<file path="config.mk">
export PLATFORM = sky130hd
export DESIGN_NAME = wrr_arb_flat
export DESIGN_NICKNAME = d
export VERILOG_FILES = /design/src/rtl/wrr_arb_if.sv /design/src/rtl/wrr_arb.sv /design/src/flat_wrapper.sv
export SDC_FILE = /design/constraint.sdc
export NUM_CORES = 1
export LEC_CHECK = 0
export CORE_ASPECT_RATIO = 0.75
export CORE_UTILIZATION = 50
export DETAILED_ROUTE_END_ITERATION = 16
export PLACE_DENSITY = 0.87
export SYNTH_ARGS = -nofsm -noshare
export SYNTH_HDL_FRONTEND = slang
export SYNTH_SLANG_ARGS = --single-unit
</file>
<file path="constraint.sdc">
create_clock -name clk -period 3.95 [get_ports clk]
set_clock_uncertainty 0.15 [all_clocks]
set_input_delay 0.395 -clock clk [delete_from_list [all_inputs] [get_ports clk]]
set_output_delay 0.395 -clock clk [all_outputs]
set_load 0.1 [all_outputs]
</file>
<file path="src/rtl/wrr_arb_if.sv">
// Request/grant bundle between clients (master) and the weighted round-robin arbiter (slave).
interface wrr_arb_if #(
  parameter int N  = 4,
  parameter int WW = 4
);
  localparam int IW = (N > 1) ? $clog2(N) : 1;

  logic [N-1:0]    req;
  logic [N*WW-1:0] weight;
  logic [N-1:0]    gnt;
  logic [IW-1:0]   gnt_id;
  logic            gnt_vld;

  // Client side: raises requests and supplies weights, observes grants.
  modport master (
    output req, weight,
    input  gnt, gnt_id, gnt_vld
  );

  // Arbiter side: samples requests and weights, drives grants.
  modport slave (
    input  req, weight,
    output gnt, gnt_id, gnt_vld
  );
endinterface

</file>
<file path="src/rtl/wrr_arb.sv">
// Weighted round-robin arbiter: registered one-hot grant held for a burst of up to
// weight[owner] cycles, then ownership rotates to the next requester after the owner.
module wrr_arb #(
  parameter int N  = 4,
  parameter int WW = 4
) (
  input  logic       clk,
  input  logic       rst,
  wrr_arb_if.slave   bus
);
  localparam int IW = (N > 1) ? $clog2(N) : 1;

  typedef enum logic {IDLE = 1'b0, GRANT = 1'b1} state_t;

  state_t        state_q, state_d;
  logic [IW-1:0] ptr_q, ptr_d;
  logic [IW-1:0] id_q, id_d;
  logic [WW-1:0] cnt_q, cnt_d;
  logic [WW-1:0] wlat_q, wlat_d;
  logic [N-1:0]  gnt_q, gnt_d;

  logic [IW-1:0] next_o;
  logic [IW-1:0] search_start;
  logic [IW:0]   cand;
  logic          hit;
  logic [IW-1:0] hit_idx;
  logic [WW-1:0] hit_weight;
  logic          hold;

  // Circular search for the first requester starting at ptr (idle) or owner+1 (releasing).
  always_comb begin
    next_o       = (id_q == IW'(N - 1)) ? '0 : id_q + 1'b1;
    search_start = (state_q == GRANT) ? next_o : ptr_q;
    hit          = 1'b0;
    hit_idx      = '0;
    cand         = '0;
    for (int k = 0; k < N; k++) begin
      cand = {1'b0, search_start} + (IW + 1)'(k);
      if (cand >= (IW + 1)'(N)) begin
        cand = cand - (IW + 1)'(N);
      end
      if (!hit && bus.req[cand[IW-1:0]]) begin
        hit     = 1'b1;
        hit_idx = cand[IW-1:0];
      end
    end
    hit_weight = bus.weight[int'(hit_idx) * WW +: WW];
  end

  // Next-state logic: hold the burst while the owner still requests and has budget left,
  // otherwise hand over in the same cycle (no bubble) or drop to idle.
  always_comb begin
    state_d = state_q;
    ptr_d   = ptr_q;
    id_d    = id_q;
    cnt_d   = cnt_q;
    wlat_d  = wlat_q;
    gnt_d   = gnt_q;
    hold    = (state_q == GRANT) && bus.req[id_q] && (cnt_q < wlat_q);

    if (hold) begin
      cnt_d = cnt_q + 1'b1;
    end else begin
      if (state_q == GRANT) begin
        ptr_d = next_o;
      end
      if (hit) begin
        state_d = GRANT;
        id_d    = hit_idx;
        cnt_d   = WW'(1);
        wlat_d  = (hit_weight == '0) ? WW'(1) : hit_weight;
        gnt_d   = N'(1) << hit_idx;
      end else begin
        state_d = IDLE;
        cnt_d   = '0;
        gnt_d   = '0;
      end
    end
  end

  // State register with synchronous reset; reset aborts any burst in progress.
  always_ff @(posedge clk) begin
    if (rst) begin
      state_q <= IDLE;
      ptr_q   <= '0;
      id_q    <= '0;
      cnt_q   <= '0;
      wlat_q  <= '0;
      gnt_q   <= '0;
    end else begin
      state_q <= state_d;
      ptr_q   <= ptr_d;
      id_q    <= id_d;
      cnt_q   <= cnt_d;
      wlat_q  <= wlat_d;
      gnt_q   <= gnt_d;
    end
  end

  // Outputs come straight from registers; gnt_id keeps its last value while idle.
  always_comb begin
    bus.gnt     = gnt_q;
    bus.gnt_id  = id_q;
    bus.gnt_vld = |gnt_q;
  end
endmodule

</file>
<file path="src/flat_wrapper.sv">
// flat-port wrapper written by rule: the top's interface ports become plain ports
module wrr_arb_flat 
#(
  parameter int N  = 4,
  parameter int WW = 4
)
  (clk, rst, bus_req, bus_weight, bus_gnt, bus_gnt_id, bus_gnt_vld);
  wrr_arb_if #(.N(N), .WW(WW)) bus_i ();
  input  logic clk;
  input  logic rst;
  input wire logic [$bits(bus_i.req)-1:0] bus_req;
  input wire logic [$bits(bus_i.weight)-1:0] bus_weight;
  output wire logic [$bits(bus_i.gnt)-1:0] bus_gnt;
  output wire logic [$bits(bus_i.gnt_id)-1:0] bus_gnt_id;
  output wire logic [$bits(bus_i.gnt_vld)-1:0] bus_gnt_vld;
  assign bus_i.req = bus_req;
  assign bus_i.weight = bus_weight;
  assign bus_gnt = bus_i.gnt;
  assign bus_gnt_id = bus_i.gnt_id;
  assign bus_gnt_vld = bus_i.gnt_vld;
  wrr_arb #(.N(N), .WW(WW)) u_core (.clk(clk), .rst(rst), .bus(bus_i));
endmodule
</file>
==> results_dict.tcl, run 1 <==
set metrics [dict create \
    outcome "finished clean" \
    rows 13 \
    grt_pass1_vias 885 \
    drt-total-wl_um 2370 \
    track_usage_pct 22.9 \
    antenna_cells 0 \
    yosysMostFrequentCell "dfxtp_1" \
    drt_first_pass_iters 6 \
    place_congestion 0.808 \
    cts_tree "built" \
    post_cts_resized 0 \
    cts_root_buf "clkbuf_4" \
    p_clk_share_pct 13.0 \
    yosys_warnings 0 \
    start_kind "flip-flop" \
    io_buffers 28 \
    setup_violations 0 \
    die_height_um 41.6 \
    final.setup.tns_ns 0 \
    core_um2 1840 \
    final_layout_size_suffix_gt1_share_pct 8.16 \
    antenna_found_initial 0 \
    grt_max_degree 18 \
    switching_share_pct 45.4 \
    min_period_over_period_pct 69.1 \
    power_switching_uw 315 \
    synth_cells 117 \
    end_kind "flip-flop" \
    design_area_um2 1380 \
    syn-cell-area_um2 1050 \
    clk_latency_ns 0.29 \
    rsz0062_at_grt "false" \
    htreeDepth 1 \
    yosysUniqueCellTypes 37 \
    remaining_drc_errors 0 \
    cp_slowest_cell "dfxtp_1" \
    fin_nets 175 \
    synth_top_area_share_pct 32.5 \
    dieWidth_um 54.8 \
    synth-seq-cells 17 \
    internal-power_uw 379 \
    synth_edf_count 0 \
    ctsHoldBuffers 0 \
    start_util_pct 56.9 \
    synthTopCellsByArea "dfxtp_1, mux2i_1, ha_1, nor2_1, a21oi_1" \
    dr.first_iter.drc_count 17 \
    cp_cell_sequence "ha_1, mux2i_1, mux2i_1, o2111ai_4, mux2i_1, mux2i_1, o31ai_1, a21o_1" \
    cts.sinks 17 \
    crit_fanout 8 \
    slew_violations 0 \
    yosysSeqAreaShare_pct 32.5 \
    p_seq_share_pct 31.6 \
    yosysTopAreaCell "dfxtp_1" \
    hpwlAfterDp_um 1910 \
    n_fill_cell 144 \
    ys.flop_type "dfxtp_1" \
    required_ns 3.99 \
    hold_path.class "flip-flop to flip-flop" \
    area_growth_pct 31.7 \
    synth_area_per_cell_um2 8.94 \
    cts_buffer_depth 2 \
    async_flop_share_pct 0 \
    synth_common_cells "dfxtp_1, nor2_1, mux2i_1" \
    crit_path_frequent_cell "mux2i_1" \
    worstMarginPinSlew_ns 0.984 \
    die-area_um2 2280 \
    cts_buffers 3 \
    leakagePower_uw 0.000569 \
    syn-num-nets 144 \
    wl_per_cell_um 14.0 \
    cts_setup_buffers 0 \
    max_slew_margin_pct 34.2 \
    ant_nets 0 \
    slowest_delay_ns 0.43 \
    p_per_area_nw_per_um2 503 \
    grt_pass1_wl_um 3680 \
    max_clock_freq_mhz 367 \
    critPathKind "flip-flop to flip-flop" \
    layout_min_cycle_time_ns 2.73 \
    placed_area_um2 1350 \
    grt-ovfl-total 0 \
    combPwrFrac_pct 55.4 \
    boundaryPins 29 \
    peakVddDrop_uv 432 \
    cp_data_arrival_time_ns 2.76 \
    drv_cap 0 \
    viasPerCell 5.81 \
    vias 982 \
    final-hold-violation-count 0 \
    whs_ns 0.328 \
    clkTransAtPathRegs_ns 0.09 \
]
[layout make-up]
| type | instances | area (um^2) | share of cell area, % |
|---|---|---|---|
| Inverter | 4 | 15.0 | 1.09 |
| Clock buffer | 4 | 26.3 | 1.91 |
| Multi-Input combinational cell | 92 | 673 | 48.9 |
| Tap cell | 22 | 27.5 | 2.00 |
| Sequential cell | 17 | 340 | 24.7 |
| Timing Repair Buffer | 30 | 295 | 21.4 |
[stage by stage]
| step | utilization, % | power (uW) | instances | worst slack, ns |
|---|---|---|---|---|
| finish | 74.9 | 693 | 169 | 1.22 |
| global placement | 73.5 | 595 | 165 | 1.39 |
| floorplan | - | 511 | 117 | 0.827 |
| global route | 74.9 | 732 | 169 | 1.05 |
| detailed placement | 73.5 | 606 | 165 | 1.19 |
| CTS | 74.9 | 697 | 169 | 1.18 |
[state kept, by name (all words and copies together), names as in the netlist]
register and cells:
u_core.bus.gnt 4, u_core.wlat_q 4, u_core.cnt_q 4, u_core.bus.gnt_id 2, u_core.state_q 1, u_core.ptr_q 2
[metal layers]
metal / track usage, % / routed length, um / share of wire, %
met1: 26.2 / 997 / 42
met2: 39.0 / 1180 / 50
met3: 7.69 / 166 / 7.0
met4: 6.15 / 24 / 1.0
met5: 0 / 0 / 0
[critical path, delay by kind of cell, from the launching register on]
family	cells	cell delay (ns)
muxes	4	1.19
AOI/OAI and AO/OA	3	0.56
DFF	1	0.43
adders and majority gates	1	0.29
[cell usage in the layout (no fill, tap or decap), drive strengths merged, types with 3 or more instances in the layout]
| cell | Yosys | final |
|---|---|---|
| a21o | 3 | 3 |
| a21oi | 9 | 9 |
| clkbuf | 3 | 4 |
| clkdlybuf4s50 | 0 | 28 |
| dfxtp | 17 | 17 |
| ha | 5 | 5 |
| inv | 4 | 4 |
| mux2i | 13 | 13 |
| nand2 | 5 | 5 |
| nand2b | 3 | 3 |
| nor2 | 16 | 16 |
| o21ai | 8 | 8 |
[power by group through the flow]
stage          clock, uW  combinational, uW  sequential, uW
2_1_floorplan          0                214             297
3_3_place_gp           0                374             221
3_5_place_dp           0                383             223
4_1_cts             92.6                385             219
5_1_grt              103                407             222
6_report            90.4                384             219
[path summary, 6_finish.rpt]
kind	to	from	slack, ns	cells after the start
worst max register to register	u_core.wlat_q[0]	u_core.bus.gnt_id[0]	1.22	8
worst min-delay path	u_core.wlat_q[1]	u_core.wlat_q[1]	0.33	2
worst min register to register	u_core.wlat_q[1]	u_core.wlat_q[1]	0.33	2
worst max-delay path	u_core.wlat_q[0]	u_core.bus.gnt_id[0]	1.22	8
[cells by family after synthesis]
kind of cell,share of synthesized area (%)
and+or+nand+nor,18.1
AOI/OAI and AO/OA,21.9
DFF,32.5
muxes,16.7
buffers and inverters,3.11
adders and majority gates,5.98
xor gates and xnor gates,1.67
No activity file was read; power rests on OpenSTA's default activity.
==> inputs of run 2 (changes only) <==
CORE_UTILIZATION = 47   (was 50)
PLACE_DENSITY = 0.83   (was 0.87)
clock period = 2.8 ns   (was 3.95 ns; I/O delays follow)
==> run 2 against run 1 <==
Die area up 6.1%. Largest power group unchanged. Sequential power up 42%. Global-route usage about the same. Clock-buffer cell count unchanged. Non-clock buffer count up 1. Total power up 43%. Register-to-register slack worse by 0.95 ns. Clock power up 49%. Utilization down 7.8 points. Worst setup slack worse by 0.95 ns. Critical path depth unchanged.
==> results_dict.tcl, run 2 (synthesis results as in run 1) <==
set metrics [dict create \
    min_period_over_period_pct 90.1 \
    min_from "u_core.wlat_q[3]" \
    top_layer "met3" \
    cp_data_arrival_time_ns 2.62 \
    die-area_um2 2420 \
    drt-total-wl_um 2510 \
    slew_violations 0 \
    die_height_um 42.9 \
    area_growth_pct 31.6 \
    remaining_drc_errors 0 \
    clkTransAtPathRegs_ns 0.10 \
    boundaryPins 29 \
    fin_nets 176 \
    leakagePower_uw 0.000584 \
    p_per_area_nw_per_um2 721 \
    placed_area_um2 1350 \
    worstMarginPinSlew_ns 0.531 \
    grt_pass1_vias 942 \
    place_congestion 0.774 \
    met2_wirelength_um 1280 \
    drv_cap 0 \
    cts_root_buf "clkbuf_4" \
    cts_buffer_depth 2 \
    viasPerCell 5.59 \
    start_util_pct 51.0 \
    io_buffers 28 \
    slowest_delay_ns 0.37 \
    start_kind "flip-flop" \
    hpwlAfterDp_um 1960 \
    final_common_cell "clkdlybuf4s50_1" \
    setup_violations 0 \
    wl_per_cell_um 14.6 \
    timing.rr.end "u_core.wlat_q[0]" \
    final_cell_mix "clkdlybuf4s50_1, nor2_1, dfxtp_1" \
    antenna_found_initial 0 \
    wl_met3_um 130 \
    cp_cell_sequence "ha_1, mux2i_2, mux2i_1, o2111ai_4, mux2i_1, mux2i_1, o31ai_1, a21o_1" \
    n_fill_cell 175 \
    htreeDepth 1 \
    reg2reg_depth 8 \
    hold_path.class "flip-flop to flip-flop" \
    rrSetupSlack_ns 0.28 \
    ant_nets 0 \
    cts.sinks 17 \
    dr.first_iter.drc_count 37 \
    min_to "u_core.wlat_q[3]" \
    cts_buffers 3 \
    cts_tree "built" \
    clk_latency_ns 0.29 \
    wl_met1_um 1100 \
    antenna_cells 0 \
    design_area_um2 1380 \
    rows 14 \
    r2r-start "u_core.bus.gnt_id[0]" \
    grt_pass1_wl_um 4260 \
    required_ns 2.90 \
    max_slew_margin_pct 64.5 \
    grt-ovfl-total 0 \
    critPathKind "flip-flop to flip-flop" \
    peakVddDrop_uv 700 \
    final.setup.tns_ns 0 \
    final-hold-violation-count 0 \
    crit_path_frequent_cell "mux2i_1" \
    outcome "finished clean" \
    end_kind "flip-flop" \
    final_layout_size_suffix_gt1_share_pct 15.5 \
    grt_max_degree 18 \
    cp_slowest_cell "dfxtp_2" \
    drt_first_pass_iters 4 \
    track_usage_pct 22.8 \
    layout_min_cycle_time_ns 2.52 \
    dieWidth_um 56.5 \
    max_clock_freq_mhz 396 \
    hold_depth 2 \
    vias 962 \
    core_um2 2050 \
    rsz0062_at_grt "false" \
    crit_fanout 8 \
]
-- run 2: cell types whose count changed in the layout (fill, tap and decap cells not counted), sizes merged --
cell / previous run / this run
clkdlybuf4s50: 28 / 21
buf: 2 / 10
-- run 2: cell type report --
cell class,count,area [um^2],share of cell area [%]
Clock buffer,4,26.3,1.91
Inverter,4,15.0,1.09
Multi-Input combinational cell,92,677,49.2
Sequential cell,17,343,24.9
Tap cell,24,30.0,2.18
Timing Repair Buffer,31,285,20.7
-- run 2: what timing repair did --
action,in CTS,in global routing
setup buffers,0,0
endpoints found under the setup margin,0,1
gates resized for setup,0,1
hold buffers,0,0
-- run 2: power by group --
part           internal [uW]  switching [uW]  leakage [uW]
logic                    198             348      0.000428
registers                281            29.8      0.000141
clock network           55.5            79.2     0.0000150
total                    535             457      0.000584
-- run 2: critical path: cells and delay by family, from the launching register on --
family | cells | cell delay (ns)
AO/OA/AOI/OAI | 3 | 0.72
adder cells (fa/ha/maj) | 1 | 0.33
flip-flops | 1 | 0.37
multiplexers | 4 | 0.92
-- run 2: metrics by stage --
| step | util (%) | hold slack [ns] | cells | power (uW) | setup WS [ns] |
|---|---|---|---|---|---|
| finish | 67.2 | 0.338 | 172 | 992 | 0.276 |
| floorplan | - | 0.192 | 117 | 722 | 0.0463 |
| global placement | 65.7 | 0.317 | 168 | 840 | 0.314 |
| CTS | 67.0 | 0.334 | 172 | 991 | 0.187 |
| global route | 67.2 | 0.363 | 172 | 1050 | 0.0439 |
| detailed placement | 65.7 | 0.319 | 168 | 857 | 0.230 |
-- run 2: per-layer routing --
metal  up-vias  GRT usage (%)
met5         -              0
met4         0           5.37
met3         0           6.71
met2        25           39.3
met1       448           28.1
li1        489              -
-- run 2: worst max path at each step --
stage	start	endpoint	slack [ns]	depth (start not counted)
3_3_place_gp	bus_req[1]	u_core.wlat_q[0]	0.31	8
6_report	u_core.bus.gnt_id[0]	u_core.wlat_q[0]	0.28	8
3_5_place_dp	u_core.bus.gnt_id[0]	u_core.wlat_q[0]	0.23	8
5_1_grt	u_core.bus.gnt_id[0]	u_core.wlat_q[0]	0.04	8
2_1_floorplan	u_core.bus.gnt_id[0]	u_core.wlat_q[0]	0.05	8
4_1_cts	u_core.bus.gnt_id[0]	u_core.wlat_q[0]	0.19	8
